File: config.mk
export PLATFORM = sky130hd
export DESIGN_NAME = bit_serial_adder_seq
export DESIGN_NICKNAME = d
export VERILOG_FILES = /design/src/rtl/bit_serial_adder_seq.sv
export SDC_FILE = /design/constraint.sdc
export NUM_CORES = 1
export LEC_CHECK = 0
export CAP_MARGIN = 25
export CORE_UTILIZATION = 45
export CTS_BUF_LIST = sky130_fd_sc_hd__clkbuf_2
export CTS_CLUSTER_DIAMETER = 50
export DETAILED_ROUTE_END_ITERATION = 10
export PLACE_DENSITY = 0.73
export SLEW_MARGIN = 30
export SYNTH_ARGS = -nofsm -noshare
export SYNTH_HDL_FRONTEND = slang
export SYNTH_SLANG_ARGS = --single-unit
File: constraint.sdc
create_clock -name clk -period 1.4 [get_ports clk]
set_input_delay 0.28 -clock clk [delete_from_list [all_inputs] [get_ports clk]]
set_output_delay 0.28 -clock clk [all_outputs]
set_load 0.01 [all_outputs]
File: src/rtl/bit_serial_adder_seq.sv
// Bit-serial adder sequencer.
// Streams the latched operands LSB first through an external one-bit full-adder
// slice, one bit per clock. The ripple carry is kept in a local register and the
// result is assembled bit by bit. sum/cout are updated only when DONE is entered,
// so a previous result stays visible while the next addition is running.
module bit_serial_adder_seq #(
  parameter int WIDTH = 8
) (
  input  logic             clk,
  input  logic             reset_n,
  input  logic             start,
  input  logic [WIDTH-1:0] a,
  input  logic [WIDTH-1:0] b,
  input  logic             cin,
  output logic             busy,
  output logic             done,
  output logic [WIDTH-1:0] sum,
  output logic             cout,
  output logic             fa_a,
  output logic             fa_b,
  output logic             fa_cin,
  input  logic             fa_sum,
  input  logic             fa_cout
);

  localparam int CW = $clog2(WIDTH);
  localparam logic [CW-1:0] LAST_BIT = CW'(WIDTH - 1);
  localparam logic [CW-1:0] CNT_ZERO = {CW{1'b0}};

  typedef enum logic [1:0] {
    ST_IDLE = 2'b00,
    ST_RUN  = 2'b01,
    ST_DONE = 2'b10
  } state_t;

  state_t           state_q, state_d;
  logic [CW-1:0]    cnt_q, cnt_d;
  logic [WIDTH-1:0] a_q, a_d;
  logic [WIDTH-1:0] b_q, b_d;
  logic             cin_q, cin_d;
  logic             carry_q, carry_d;
  logic [WIDTH-1:0] acc_q, acc_d;
  logic [WIDTH-1:0] sum_q, sum_d;
  logic             cout_q, cout_d;
  logic             busy_q, busy_d;
  logic             done_q, done_d;

  // Next-state logic: operand capture, per-bit accumulation and FSM sequencing.
  always_comb begin
    state_d = state_q;
    cnt_d   = cnt_q;
    a_d     = a_q;
    b_d     = b_q;
    cin_d   = cin_q;
    carry_d = carry_q;
    acc_d   = acc_q;
    sum_d   = sum_q;
    cout_d  = cout_q;

    case (state_q)
      ST_IDLE, ST_DONE: begin
        // A new request can be taken from DONE too, giving WIDTH+1 throughput.
        if (start) begin
          state_d = ST_RUN;
          a_d     = a;
          b_d     = b;
          cin_d   = cin;
          cnt_d   = CNT_ZERO;
        end else begin
          state_d = ST_IDLE;
        end
      end
      ST_RUN: begin
        // start is deliberately not looked at here: the addition in flight runs to completion.
        carry_d        = fa_cout;
        acc_d[cnt_q]   = fa_sum;
        if (cnt_q == LAST_BIT) begin
          state_d = ST_DONE;
          sum_d   = acc_d;
          cout_d  = fa_cout;
          cnt_d   = CNT_ZERO;
        end else begin
          cnt_d = cnt_q + CW'(1);
        end
      end
      default: begin
        state_d = ST_IDLE;
        cnt_d   = CNT_ZERO;
      end
    endcase

    busy_d = (state_d == ST_RUN);
    done_d = (state_d == ST_DONE);
  end

  // Full-adder slice drive: the current operand bits and carry in RUN, quiet zeros otherwise.
  always_comb begin
    fa_a   = 1'b0;
    fa_b   = 1'b0;
    fa_cin = 1'b0;
    if (state_q == ST_RUN) begin
      fa_a = a_q[cnt_q];
      fa_b = b_q[cnt_q];
      if (cnt_q == CNT_ZERO) begin
        fa_cin = cin_q;
      end else begin
        fa_cin = carry_q;
      end
    end else begin
      fa_a   = 1'b0;
      fa_b   = 1'b0;
      fa_cin = 1'b0;
    end
  end

  // State and datapath registers; an asynchronous reset aborts any addition in flight.
  always_ff @(posedge clk or negedge reset_n) begin
    if (!reset_n) begin
      state_q <= ST_IDLE;
      cnt_q   <= CNT_ZERO;
      a_q     <= {WIDTH{1'b0}};
      b_q     <= {WIDTH{1'b0}};
      cin_q   <= 1'b0;
      carry_q <= 1'b0;
      acc_q   <= {WIDTH{1'b0}};
      sum_q   <= {WIDTH{1'b0}};
      cout_q  <= 1'b0;
      busy_q  <= 1'b0;
      done_q  <= 1'b0;
    end else begin
      state_q <= state_d;
      cnt_q   <= cnt_d;
      a_q     <= a_d;
      b_q     <= b_d;
      cin_q   <= cin_d;
      carry_q <= carry_d;
      acc_q   <= acc_d;
      sum_q   <= sum_d;
      cout_q  <= cout_d;
      busy_q  <= busy_d;
      done_q  <= done_d;
    end
  end

  assign busy = busy_q;
  assign done = done_q;
  assign sum  = sum_q;
  assign cout = cout_q;

endmodule

# Word-level counts from Yosys, hierarchy flattened
# Index checks and enable logic that the tools add are counted.
# W data, S select, Z words.
# word_totals
ff_bits	42
latch_bits	0
mem_bits_rw	0
rom_bits	0
inputBits	22
output_inout_bits	14
memories	0
# classes
n_addsub	1
n_mul	0
div	0
magnitude_cmp	2
eq_ne	6
shifts	0
mux	17
bitwise	0
reduce_logical	6
# op_table
operator	n
$bwmux W8	1
$mux W1	8
$bmux W1 S3	2
$mux W3	2
$pmux W3 S2	1
$eq A2 B1 Y1 const B	2
$eq A2 B2 Y1 const B	2
$lt A3 B4 Y1 const B	1
$pmux W2 S2	1
$reduce_and A2 Y1	2
$add A3 B1 Y3 const B	1
$demux W1 S3	1
$eq A3 B3 Y1 const B	1
$ge A3 B1 Y1 const B	1
$logic_not A3 Y1	1
$logic_not A2 Y1	1
$mux W2	1
$ne A2 B2 Y1 const B	1
$reduce_or A2 Y1	1
$logic_and A1 B1 Y1	1

# Logic depth before layout (Yosys ltp)
# logic_depth
word_depth	5
depth_mapped	6

# Worst setup path before layout
# No wires, ideal clock.
# synth_timing
path_kind	register to output
start	register cnt_q[1]
end	output fa_cin
arrival_ns	1.327
required_ns	1.120
slack_ns	-0.207
path_stages_with_launch	7
n_path_buf	1
cell_sequence	dfrtp_1 -> clkbuf_1 -> inv_1 -> ha_1 -> nor2b_1 -> mux2i_1 -> nor2_1
# synth_between
elab_chain_cells	3
# synth_rtl
element	line	rtl
from (decl)	37	logic [CW-1:0] cnt_q, cnt_d;
from (signal assigned)	132	cnt_q <= cnt_d;
$logic_not A3 Y1	104	if (cnt_q == CNT_ZERO) begin
$mux W1	104	
$mux W1	101	if (state_q == ST_RUN) begin
to (decl)	21	output logic fa_cin,
# No other way between the ends.

# Worst setup path in the final report
# layout_timing
start	register cnt_q[0]
end	output fa_a
# layout_between
elab_chain_cells	3
# layout_rtl
element	line	rtl
$bmux W1 S3	102	fa_a = a_q[cnt_q];
$mux W1 (implied by the code)	102	
$mux W1	101	
to (decl)	19	output logic fa_a,
# No other way between the ends. The select of a mux whose other input is x is not followed.

==> out/metrics.yaml <==
floorplanning:
  die_area_mm2: 0.00464
  start_util_pct: 48.1
  core_mm2: 0.00409
  ios: 36
  die_h_um: 68.1
  die_width_um: 68.1
  rows: 23
critical_path:
  cp.arrival_ns: 1.79
  critPathCaptureType: "output pin"
  crit_required_ns: 1.12
  worstSetupPathType: "reg -> out"
  critPathMaxFanout: 4
  cp-start-kind: "flop"
yosys:
  synth-seq-cells: 42
  synth_edf_count: 0
  synth_top_cell_area_share_pct: 53.5
  postSynthAreaPerCell_um2: 12.0
  synth.most_common_cell: "dfrtp_1"
  netlist_area_mm2: 0.00197
  netlist_instances: 164
  synth_cell_type_count: 30
  synth_top_cells_by_count: "dfrtp_1, mux2_2, mux2i_1"
  synth_area_leaders: "dfrtp_1, mux2_2, mux2i_1"
  synth_nets: 189
  ys_async_sr_fraction_pct: 100
  ys_warn_count: 0
  synth_ff_type: "dfrtp_1"
  synth_top_area_cell: "dfrtp_1"
  ys_seq_area_share_pct: 53.5
drt:
  wl_um: 5570
  drc: 0
  dr_total_vias: 1647
  first_pass_iters: 4
  routedWlPerCell_um: 18.6
  vias_per_cell: 5.51
  ant_nets: 0
  drt_iter0_markers: 168
sta:
  slew_viol_final: 0
  fmax_mhz: 483
  rsz0062_at_grt: "true"
  hold_viol: 0
  fin_hold_ws_ns: 0.336
  fin_crit_sh_pct: 148
  setup_ws_ns: -0.669
  max_slew_margin_pct: 79.8
  skew_ns: 0.0161
  period_needed_ns: 2.07
  finalSetupViolCount: 39
  worst_pin_slew_ns: 0.300
finish:
  nets: 273
  diodes: 0
  instances_no_fill: 299
  syn2layout_area_growth_pct: 57.7
  drive_gt1_share_pct: 43.8
grt:
  track_usage_pct: 22.8
  grt_max_degree: 43
  grt_pass1_vias: 1624
  overflow: 0
  grt_pass1_wl_um: 7480
  antenna_found_initial: 0
placed_design:
  pre_cts_slack_ns: -0.489
  portBuffers: 35
  hpwlAfterDp_um: 2940
  dp_cells: 260
  gp_congestion: 0.866
run_status:
  violations: "negative setup slack"
  status: "finished, violations left"
clocking:
  cts-buffers-inserted: 5
  cts_num_sinks: 42
  insertion_delay_ns: 0.41
  h-tree-depth: 2
  cts.clk_slew.worst_paths_ns: 0.20
  cts-root-buf: "clkbuf_2"
  clock_path_buffers: 2
  cts_tree: "built"
min_path:
  hold_path.class: "in -> async"
power:
  cellLeakagePower_nw: 1.43
  vdd_ir_drop_max_mv: 1.20
  power-per-cell-area_mw_per_mm2: 2230
job:
  drv_cap: 0
[critical path: stages (launching register included)]
cell and delay, ns:
dfrtp_1 0.46, buf_12 0.15, buf_4 0.14, mux2i_1 0.16, nor3_1 0.07, o31a_1 0.28, buf_2 0.14
[layout by cell type, fill, tap and decap left out, types with 6 or more instances in the layout]
master / instances
clkdlybuf4s15_1: 9
buf_4: 28
nand2_1: 11
clkdlybuf4s50_1: 20
clkbuf_2: 6
buf_6: 15
mux2i_1: 15
dfrtp_1: 40
mux2_4: 19
mux2_2: 7
[power by group]
part / leakage, nW / internal [mW] / switching (mW) / total (mW)
Sequential: 0.495 / 1.80 / 0.420 / 2.22
Combinational: 0.914 / 2.49 / 1.70 / 4.19
Clock: 0.0255 / 0.107 / 0.387 / 0.494
Total: 1.43 / 4.40 / 2.51 / 6.91
[layer usage]
layer  GRT usage (%)  vias up  part of all wire [%]
met2            39.0       67                    52
met1            27.3      822                    41
met4            9.11        0                   2.6
met5               0        -                     0
li1                -      744                     -
met3            5.50       14                   5.0
[area by class of cell]
type	count	area [um2]
tap	50	62.6
timing repair buffer	88	888
multi-input combinational	107	1040
fill	247	987
clock buffer	5	25.0
sequential	42	1050
inverter	4	20.0
clock inverter	3	11.3
[path summary, 6_finish.rpt]
kind	start	end	slack, ns	cells after the start
min	reset_n	sum[1]	0.34	3
max reg2reg	cnt_q[0]	cout	-0.42	8
min in group clk	a[5]	a_q[5]	0.47	2
max in group asynchronous	reset_n	b_q[0]	0.85	3
min reg2reg	sum[4]	sum[4]	0.51	2
max	cnt_q[0]	fa_a	-0.67	6
[state kept, by name, summed over array words and instances (netlist names)]
name / flops
a_q: 8
acc_q: 8
b_q: 8
sum: 8
cnt_q: 3
state_q: 2
busy: 1
carry_q: 1
cin_q: 1
cout: 1
done: 1
[through the flow]
step           setup TNS [ns]  cell area [um2]  util (%)  power [mW]
6_report                -7.98             3100      75.8        6.91
3_5_place_dp            -8.92             2550      62.5        5.11
3_3_place_gp            -7.83             2550      62.5        5.01
4_1_cts                 -5.72             2820      69.1        6.05
5_1_grt                 -9.63             3100      75.8        7.30
2_1_floorplan          -0.252             2020         -        3.93
[what timing repair did]
item | in CTS | in global routing
gates resized for setup | 60 | 39
hold endpoints to repair | 42 | 0
hold buffers | 1 | 0
setup endpoints to repair | 52 | 47
buffers inserted | 14 | 13
cloned | 1 | 2
pin swaps | 7 | 11
[logic make-up after synthesis]
family	synth area share (%)
multiplexers	22.9
AO/OA/AOI/OAI	6.87
AND/OR/NAND/NOR	11.3
flip-flops	53.5
buffers and inverters	3.56
adder cells (fa/ha/maj)	1.91
(Power assumes the default switching activity.)
